===== src/rtl/ascii_dec_parser_if.sv =====
// rtl/ascii_dec_parser_if.sv - handshake bundle between a character source/value sink and ascii_dec_parser
//
// Purpose: groups the character input stream, the parsed-value output stream
// and the error pulses of ascii_dec_parser into one interface.
//
// Signals:
//   in_valid/in_ready/in_data      9-bit {RS, ASCII} word stream into the parser
//   out_valid/out_ready            parsed-number handshake out of the parser
//   out_value/out_digits           parsed value and its digit count
//   err_overflow/err_char          one-cycle error pulses
//   out_neg                        sign of the parsed number (ASCII_DEC_PARSER_SIGN_EN only)
//
// Modports:
//   master  character source + value sink side
//   slave   the parser itself
//
// Optional feature macro: ASCII_DEC_PARSER_SIGN_EN

interface ascii_dec_parser_if #(
  parameter int VAL_W = 12
);
  logic             in_valid;
  logic             in_ready;
  logic [8:0]       in_data;
  logic             out_valid;
  logic             out_ready;
  logic [VAL_W-1:0] out_value;
  logic [2:0]       out_digits;
  logic             err_overflow;
  logic             err_char;
`ifdef ASCII_DEC_PARSER_SIGN_EN
  logic             out_neg;

  modport master (
    output in_valid, in_data, out_ready,
    input  in_ready, out_valid, out_value, out_digits, err_overflow, err_char, out_neg
  );

  modport slave (
    input  in_valid, in_data, out_ready,
    output in_ready, out_valid, out_value, out_digits, err_overflow, err_char, out_neg
  );
`else
  modport master (
    output in_valid, in_data, out_ready,
    input  in_ready, out_valid, out_value, out_digits, err_overflow, err_char
  );

  modport slave (
    input  in_valid, in_data, out_ready,
    output in_ready, out_valid, out_value, out_digits, err_overflow, err_char
  );
`endif
endinterface


===== src/rtl/ascii_dec_parser.sv =====
// rtl/ascii_dec_parser.sv - decimal ASCII digit stream to binary value parser
//
// Purpose: accumulates RS=1 decimal digit characters into a binary value and
// presents it on a valid/ready output when a terminator (CR, LF or space)
// arrives. RS=0 command words are consumed and ignored. Illegal characters
// and values beyond MAX_VAL / MAX_DIGITS raise one-cycle error pulses and the
// rest of the field is discarded up to the next terminator.
//
// Ports:
//   clk_50   system clock
//   reset    synchronous, active-high reset
//   bus      ascii_dec_parser_if.slave: in_valid/in_ready/in_data,
//            out_valid/out_ready/out_value/out_digits, err_overflow, err_char
//            (and out_neg with ASCII_DEC_PARSER_SIGN_EN)
//
// Optional feature macro: ASCII_DEC_PARSER_SIGN_EN
//   A leading '-' marks the number negative; out_neg reports it in HOLD.

module ascii_dec_parser #(
  parameter int MAX_DIGITS = 4,
  parameter int VAL_W      = 12,
  parameter int MAX_VAL    = 4095
) (
  input  logic               clk_50,
  input  logic               reset,
  ascii_dec_parser_if.slave  bus
);

  // acc*10 + 9 needs four extra bits for the multiply and one for the add
  localparam int NW = VAL_W + 5;

  typedef enum logic [1:0] {
    IDLE,
    ACCUM,
    DISCARD,
    HOLD
  } state_t;

  state_t           state, state_nx;
  logic [VAL_W-1:0] acc, acc_nx;
  logic [2:0]       cnt, cnt_nx;
  logic [VAL_W-1:0] val_q, val_nx;
  logic [2:0]       dig_q, dig_nx;
  logic             ov_q, ov_nx;
  logic             ch_q, ch_nx;
`ifdef ASCII_DEC_PARSER_SIGN_EN
  logic             neg_q, neg_nx;
  logic             is_minus;
`endif

  logic             fire;
  logic             rs;
  logic [7:0]       ch;
  logic             is_digit;
  logic             is_term;
  logic [NW-1:0]    nxt;

  assign fire     = bus.in_valid && bus.in_ready;
  assign rs       = bus.in_data[8];
  assign ch       = bus.in_data[7:0];
  assign is_digit = (ch >= 8'h30) && (ch <= 8'h39);
  assign is_term  = (ch == 8'h0D) || (ch == 8'h0A) || (ch == 8'h20);
  assign nxt      = NW'(acc) * NW'(10) + NW'(ch[3:0]);
`ifdef ASCII_DEC_PARSER_SIGN_EN
  assign is_minus = (ch == 8'h2D);
`endif

  always_ff @(posedge clk_50) begin
    if (reset) begin
      state <= IDLE;
      acc   <= '0;
      cnt   <= '0;
      val_q <= '0;
      dig_q <= '0;
      ov_q  <= 1'b0;
      ch_q  <= 1'b0;
`ifdef ASCII_DEC_PARSER_SIGN_EN
      neg_q <= 1'b0;
`endif
    end else begin
      state <= state_nx;
      acc   <= acc_nx;
      cnt   <= cnt_nx;
      val_q <= val_nx;
      dig_q <= dig_nx;
      ov_q  <= ov_nx;
      ch_q  <= ch_nx;
`ifdef ASCII_DEC_PARSER_SIGN_EN
      neg_q <= neg_nx;
`endif
    end
  end

  always_comb begin
    state_nx = state;
    acc_nx   = acc;
    cnt_nx   = cnt;
    val_nx   = val_q;
    dig_nx   = dig_q;
    ov_nx    = 1'b0;
    ch_nx    = 1'b0;
`ifdef ASCII_DEC_PARSER_SIGN_EN
    neg_nx   = neg_q;
`endif

    case (state)
      IDLE: begin
        if (fire && rs) begin
          if (is_digit) begin
            state_nx = ACCUM;
            acc_nx   = VAL_W'(ch[3:0]);
            cnt_nx   = 3'd1;
          end else if (is_term) begin
            // empty field: nothing to report
            state_nx = IDLE;
`ifdef ASCII_DEC_PARSER_SIGN_EN
          end else if (is_minus) begin
            state_nx = ACCUM;
            neg_nx   = 1'b1;
            acc_nx   = '0;
            cnt_nx   = 3'd0;
`endif
          end else begin
            ch_nx    = 1'b1;
            state_nx = DISCARD;
          end
        end
      end

      ACCUM: begin
        if (fire && rs) begin
          if (is_digit) begin
            // digit budget is checked before the value so "00042" overflows
            if ((cnt == 3'(MAX_DIGITS)) || (nxt > NW'(MAX_VAL))) begin
              ov_nx    = 1'b1;
              state_nx = DISCARD;
            end else begin
              acc_nx = nxt[VAL_W-1:0];
              cnt_nx = cnt + 3'd1;
            end
          end else if (is_term) begin
`ifdef ASCII_DEC_PARSER_SIGN_EN
            if (cnt == 3'd0) begin
              // a lone '-' carries no magnitude
              ch_nx    = 1'b1;
              state_nx = IDLE;
              acc_nx   = '0;
              neg_nx   = 1'b0;
            end else begin
              state_nx = HOLD;
              val_nx   = acc;
              dig_nx   = cnt;
            end
`else
            state_nx = HOLD;
            val_nx   = acc;
            dig_nx   = cnt;
`endif
          end else begin
            ch_nx    = 1'b1;
            state_nx = DISCARD;
          end
        end
      end

      DISCARD: begin
        if (fire && rs && is_term) begin
          state_nx = IDLE;
          acc_nx   = '0;
          cnt_nx   = 3'd0;
`ifdef ASCII_DEC_PARSER_SIGN_EN
          neg_nx   = 1'b0;
`endif
        end
      end

      HOLD: begin
        // out_valid is implied by HOLD, so only out_ready gates the release
        if (bus.out_ready) begin
          state_nx = IDLE;
          acc_nx   = '0;
          cnt_nx   = 3'd0;
`ifdef ASCII_DEC_PARSER_SIGN_EN
          neg_nx   = 1'b0;
`endif
        end
      end

      default: begin
        state_nx = IDLE;
        acc_nx   = '0;
        cnt_nx   = 3'd0;
      end
    endcase
  end

  assign bus.in_ready     = (state != HOLD);
  assign bus.out_valid    = (state == HOLD);
  assign bus.out_value    = val_q;
  assign bus.out_digits   = dig_q;
  assign bus.err_overflow = ov_q;
  assign bus.err_char     = ch_q;
`ifdef ASCII_DEC_PARSER_SIGN_EN
  assign bus.out_neg      = neg_q && (state == HOLD);
`endif

endmodule


===== src/flat_wrapper.sv =====
// flat-port wrapper written by rule: the top's interface ports become plain ports
module ascii_dec_parser_flat 
#(
  parameter int MAX_DIGITS = 4,
  parameter int VAL_W      = 12,
  parameter int MAX_VAL    = 4095
)
  (clk_50, reset, bus_in_valid, bus_in_data, bus_out_ready, bus_in_ready, bus_out_valid, bus_out_value, bus_out_digits, bus_err_overflow, bus_err_char);
  ascii_dec_parser_if #(.VAL_W(VAL_W)) bus_i ();
  input  logic clk_50;
  input  logic reset;
  input wire logic [$bits(bus_i.in_valid)-1:0] bus_in_valid;
  input wire logic [$bits(bus_i.in_data)-1:0] bus_in_data;
  input wire logic [$bits(bus_i.out_ready)-1:0] bus_out_ready;
  output wire logic [$bits(bus_i.in_ready)-1:0] bus_in_ready;
  output wire logic [$bits(bus_i.out_valid)-1:0] bus_out_valid;
  output wire logic [$bits(bus_i.out_value)-1:0] bus_out_value;
  output wire logic [$bits(bus_i.out_digits)-1:0] bus_out_digits;
  output wire logic [$bits(bus_i.err_overflow)-1:0] bus_err_overflow;
  output wire logic [$bits(bus_i.err_char)-1:0] bus_err_char;
  assign bus_i.in_valid = bus_in_valid;
  assign bus_i.in_data = bus_in_data;
  assign bus_i.out_ready = bus_out_ready;
  assign bus_in_ready = bus_i.in_ready;
  assign bus_out_valid = bus_i.out_valid;
  assign bus_out_value = bus_i.out_value;
  assign bus_out_digits = bus_i.out_digits;
  assign bus_err_overflow = bus_i.err_overflow;
  assign bus_err_char = bus_i.err_char;
  ascii_dec_parser #(.MAX_DIGITS(MAX_DIGITS), .VAL_W(VAL_W), .MAX_VAL(MAX_VAL)) u_core (.clk_50(clk_50), .reset(reset), .bus(bus_i));
endmodule

===== config.mk =====
export PLATFORM = sky130hd
export DESIGN_NAME = ascii_dec_parser_flat
export DESIGN_NICKNAME = d
export VERILOG_FILES = /design/src/rtl/ascii_dec_parser_if.sv /design/src/rtl/ascii_dec_parser.sv /design/src/flat_wrapper.sv
export SDC_FILE = /design/constraint.sdc
export NUM_CORES = 1
export LEC_CHECK = 0
export CAP_MARGIN = 40
export CORE_MARGIN = 2
export CORE_UTILIZATION = 45
export CTS_BUF_LIST = sky130_fd_sc_hd__clkbuf_4
export CTS_CLUSTER_SIZE = 40
export DETAILED_ROUTE_END_ITERATION = 7
export PLACE_DENSITY = 0.71
export SLEW_MARGIN = 20
export SYNTH_ARGS = -nofsm -noshare
export SYNTH_HDL_FRONTEND = slang
export SYNTH_SLANG_ARGS = --single-unit

===== constraint.sdc =====
create_clock -name clk_50 -period 4.5 [get_ports clk_50]
set_clock_uncertainty 0.2 [all_clocks]
set_input_delay 0.9 -clock clk_50 [delete_from_list [all_inputs] [get_ports clk_50]]
set_output_delay 0.9 -clock clk_50 [all_outputs]
set_load 0.005 [all_outputs]

== Yosys cells after proc, flatten, opt, wreduce, memory -nomap -nowiden ==
Cells that the tools add are included.

* Bits in registers: 34
* Input port bits: 13
* Output and inout port bits: 19
* Word-level logic and storage cells: 75

* Add/sub/neg operators: 2
* Multiply operators: 1
* $lt $le $gt $ge: 3
* Eq/ne operators: 16
* Mux-type cells: 28
* Bitwise operators: 4
* Reductions and logical operators: 14

{| class="wikitable"
|+ Operator list
! cell !! number
|-
| two-way mux 12 bit || 7
|-
| case mux 12 bit (4 select lines) || 1
|-
| two-way mux 3 bit || 7
|-
| adder 16 x 4 -> 17 bit || 1
|-
| greater-than comparator 17 x 12 -> 1 bit, second input constant || 1
|-
| equality test 8 x 4 -> 1 bit, second input constant || 2
|-
| two-way mux 2 bit || 8
|-
| multiplier 12 x 3 -> 15 bit, second input constant || 1
|-
| case mux 3 bit (4 select lines) || 1
|-
| inequality test 2 x 1 -> 1 bit, second input constant || 5
|-
| equality test 8 x 6 -> 1 bit, second input constant || 1
|-
| >= comparator 8 x 6 -> 1 bit, second input constant || 1
|-
| less-or-equal comparator 8 x 6 -> 1 bit, second input constant || 1
|-
| case mux 2 bit (4 select lines) || 1
|-
| OR reduction 4 bit || 2
|-
| AND reduction 7 bit || 1
|-
| inequality test 2 bit, second input constant || 3
|-
| AND reduction 5 bit || 1
|-
| equality test 2 bit, second input constant || 2
|-
| logical AND 1 bit || 4
|-
| NOT 1 bit || 4
|-
| AND reduction 4 bit || 1
|-
| adder 3 x 1 -> 3 bit, second input constant || 1
|-
| equality test 3 bit, second input constant || 1
|-
| 6 further kinds || 10
|}

== Logic depth before layout (Yosys ltp) ==
* Depth in word-level cells: 8
* Depth in mapped cells: 12
* Mapped depth without buffers: 11

== Worst setup path after synthesis ==
OpenSTA, ideal clock, no wires.

* Path type: flip-flop to flip-flop
* Start point: reg u_core.acc[1]
* End point: reg u_core.acc[6]
* Arrival: 3.558 ns
* Slack: 0.654 ns
* Stages on the path, launching flop included: 12
* Clock period less this slack: 3.846 ns
* Path through: dfxtp_1 > ha_1 > ha_1 > fa_1 > a211o_1 > and3_1 > nor4b_4 > o21ai_2 > o41ai_4 > nand3_2 > or4_4 > o32ai_2

* Word-level cells in the longest chain between the ends: 6
* Elaborated cells between the ends (all ways): 10
* Classes of those cells: 1 x add/sub; 1 x mul; 1 x order compare; 1 x eq/ne; 4 x mux; 2 x reduce/logical

{| class="wikitable"
|+ RTL lines
! element !! line !! text
|-
| start, declared || ascii_dec_parser.sv:40 || <nowiki>logic [VAL_W-1:0] acc, acc_nx;</nowiki>
|-
| start signal, assigned || ascii_dec_parser.sv:82 || <nowiki>acc <= acc_nx;</nowiki>
|-
| multiplier 12 x 3 -> 15 bit * || ascii_dec_parser.sv:63 || <nowiki>assign nxt = NW'(acc) * NW'(10) + NW'(ch[3:0]);</nowiki>
|-
| adder 16 x 4 -> 17 bit * || ascii_dec_parser.sv:63 ||
|-
| greater-than comparator 17 x 12 -> 1 bit or two-way mux 12 bit (tied branches) || ascii_dec_parser.sv:134 || <nowiki>if ((cnt == 3'(MAX_DIGITS)) || (nxt > NW'(MAX_VAL))) begin</nowiki>
|-
| logical OR 1 bit or two-way mux 12 bit (tied branches) || ascii_dec_parser.sv:134, ascii_dec_parser.sv:132 ||
|-
| inequality test 2 bit (no source line) or two-way mux 12 bit (tied branches) || - ||
|-
| AND reduction 7 bit (no source line) or case mux 12 bit (4 select lines) (tied branches) || - ||
|}

Every way passes the cells marked *; elsewhere a longest branch is shown, timed or not. The select of a mux whose other input is x is not followed.
A chain may end at the register's enable or synchronous reset.

== Worst setup path in the final report ==
Same ends and word-level chain as after synthesis.

==> metrics.yaml <==
worst_setup_path:
  crit_type: "reg2reg"
  required_ns: 4.55
  worst-endpoint-arrival_ns: 4.19
  worstSetupStartpointType: "flop"
  r2r_start: "u_core.acc[1]$_SDFFE_PP0P_"
  r2r-end: "u_core.acc[6]$_SDFFE_PP0P_"
  endpoint_kind: "flop"
  reg2reg_depth: 11
  crit_fanout: 5
  ff2ff_setup_slack_ns: 0.37
synthesis:
  yosys_warnings: 0
  synth_edf_count: 0
  synth.area.top_cells: "dfxtp_1, ha_1, a21oi_1"
  yosys.area.top_type_share_pct: 26.3
  synth-compound-area-share_pct: 24.0
  synth_area_sq_um: 2590
  ys_async_sr_fraction_pct: 0
  ys_ff_latch: 34
  ys_types: 68
  synth_flop_cell: "dfxtp_1"
  synth_top_family_by_area: "simple AND/OR/NAND/NOR gates"
  synthAdderAreaFrac_pct: 13.6
  synth_cells: 312
  ys_seq_area_share_pct: 26.3
  synth-simple-area-share_pct: 25.7
  post_synth.cell_area_avg_sq_um: 8.29
  synth-xor-area-share_pct: 4.74
  synthMuxAreaShare_pct: 0.870
  syn_nets: 352
  synth_area_leader_cell: "dfxtp_1"
detailed_routing:
  firstDrtPassIters: 5
  drc: 0
  dr_total_vias: 2401
  drtIter0Drc: 211
  wl_per_cell_um: 15.0
  antenna_left: 0
  drt-vias-per-instance: 5.80
  wirelength_um: 6190
layout:
  multiInputGateArea_sq_um: 1780
  layout_commonest_cell: "nand2_1"
  fin_nets: 381
  layout-drive-gt1-share_pct: 11.7
  fill_cells: 532
  final_cell_mix: "nand2_1, a21oi_1, dfxtp_1, clkdlybuf4s50_1, ha_1"
  area_delta_synth_final_pct: 17.9
  register_area_sq_um: 681
  diodes: 0
floorplanning:
  rows: 27
  core_area_sq_um: 5540
  initial_core_util_pct: 46.7
  pin_count: 32
  die-area_sq_um: 6370
  dieHeight_um: 79.8
  die_w_um: 79.8
place:
  place.gp.congestion: 0.857
  dp_hpwl_um: 4850
  port_buffers: 31
  dpl_worst_slack_ns: 0.126
power:
  ir_drop_uv: 203
  power_density_nw_per_um2: 208
  p_total_mw: 0.636
  total_leakage_power_nw: 1.16
grt:
  grt_pass1_vias: 2271
  overflow: 0
  antenna_found_initial: 0
  grt_use_total_pct: 20.3
  grt_max_degree: 41
  grt_pass1_wl_um: 10500
clock_tree:
  cts_resized: 0
  cts.sinks: 34
  root_buffer: "clkbuf_4"
  cts_tree: "built"
  cts_buffers: 5
  clock_latency_ns: 0.34
  hold_buffers: 0
  htree_levels: 2
  post_cts_buffers: 0
  clk_pin_slew_ns: 0.11
  cts_buffer_depth: 2
run:
  cap_violations: 0
min_path:
  min_from: "u_core.bus.out_value[1]$_SDFFE_PP0P_"
  min_to: "u_core.bus.out_value[1]$_SDFFE_PP0P_"
  hold_class: "reg2reg"
  hold_depth: 2
timing:
  worst_hold_slack_ns: 0.257
  fmax_mhz: 242
  finalCriticalPeriod_ns: 4.13
  fin_setup_tns_ns: 0
  final.setup.worst_slack_ns: 0.366
  setup_viol: 0
  rsz0062_at_grt: "false"
  period_share_pct: 91.9
  slew_headroom_pct: 60.2
  slew_viol_final: 0
  worst_pin_slew_ns: 0.596
  hold_viol: 0
outcome:
  status: "completed"
power breakdown:
group | internal (mW) | switching, mW
combinational | 0.0230 | 0.0256
clock | 0.171 | 0.107
sequential | 0.303 | 0.00560
worst max-delay path, cell delays in order, from the launching register on:
cell      delay (ns)
dfxtp_1         0.34
ha_1            0.29
ha_1            0.24
fa_1            0.43
a21o_1          0.23
a221oi_1        0.47
xnor2_1         0.26
o21ai_2         0.14
o41ai_4         0.45
nand3_2         0.18
or4_4           0.58
o32ai_2         0.25
cells in the mapped netlist, types with 2 or more instances:
cell type / count
a21o_1: 4
o32ai_1: 2
nand2b_1: 4
or3_2: 2
ha_1: 25
or2_2: 2
o31ai_1: 2
xor2_1: 5
nand3_1: 9
o21ba_2: 2
nor2_1: 15
a31o_2: 2
buf_6: 2
nor3_1: 10
nand2_1: 41
a211oi_1: 3
o211ai_1: 4
o2111ai_1: 2
or3_1: 2
a21oi_1: 35
or4_4: 2
nor3b_1: 4
inv_1: 10
mux2_2: 2
and3_1: 3
a31oi_1: 2
fa_1: 2
o21ai_0: 16
xnor2_1: 9
nand4_1: 9
clkbuf_1: 10
dfxtp_1: 34
state kept, by name, indices dropped and copies added, names as in the netlist:
name                     cells
u_core.acc                  12
u_core.bus.out_value        12
u_core.bus.out_digits        3
u_core.cnt                   3
u_core.state                 2
u_core.bus.err_char          1
u_core.bus.err_overflow      1
final cells by class:
class                   instances  share of cell area, %
well taps                      72                   2.95
clock buffers                   5                   1.23
inverters                      11                   1.35
multi-input cells             252                   58.4
clock inverters                 3                   2.09
flip-flops and latches         34                   22.3
repair buffers                 37                   11.6
cells by family after synthesis:
| group | count (synthesis) |
|---|---|
| xor+xnor | 14 |
| buf+inv | 26 |
| flops | 34 |
| fa+ha+maj | 27 |
| mux | 2 |
| compound gates | 89 |
| simple gates | 120 |
stage by stage:
step | util (%) | area (sq um) | std cells
global route | 55.1 | 3050 | 414
floorplan | - | 2590 | 312
global placement | 53.3 | 2950 | 406
CTS | 55.1 | 3050 | 414
detailed placement | 53.3 | 2950 | 406
finish | 55.1 | 3050 | 414
per-layer routing:
| metal | vias to the layer above | GRT usage (%) | share of wire (%) |
|---|---|---|---|
| met2 | 58 | 34.4 | 48 |
| met1 | 1133 | 26.5 | 46 |
| li1 | 1201 | - | - |
| met5 | - | 0 | 0 |
| met3 | 9 | 3.05 | 4.4 |
| met4 | 0 | 6.44 | 1.5 |
worst max-delay path by stage:
stage	start	endpoint	slack, ns	cells after the start
6_report	u_core.acc[1]$_SDFFE_PP0P_	u_core.acc[6]$_SDFFE_PP0P_	0.37	11
5_1_grt	u_core.acc[1]$_SDFFE_PP0P_	u_core.acc[6]$_SDFFE_PP0P_	0.14	11
4_1_cts	u_core.acc[1]$_SDFFE_PP0P_	u_core.acc[6]$_SDFFE_PP0P_	0.38	11
3_5_place_dp	bus_in_data[1]	u_core.acc[6]$_SDFFE_PP0P_	0.13	11
3_3_place_gp	bus_in_data[1]	u_core.acc[6]$_SDFFE_PP0P_	0.20	11
2_1_floorplan	u_core.acc[1]$_SDFFE_PP0P_	u_core.acc[6]$_SDFFE_PP0P_	0.65	11
No activity file was read; power rests on OpenSTA's default activity.
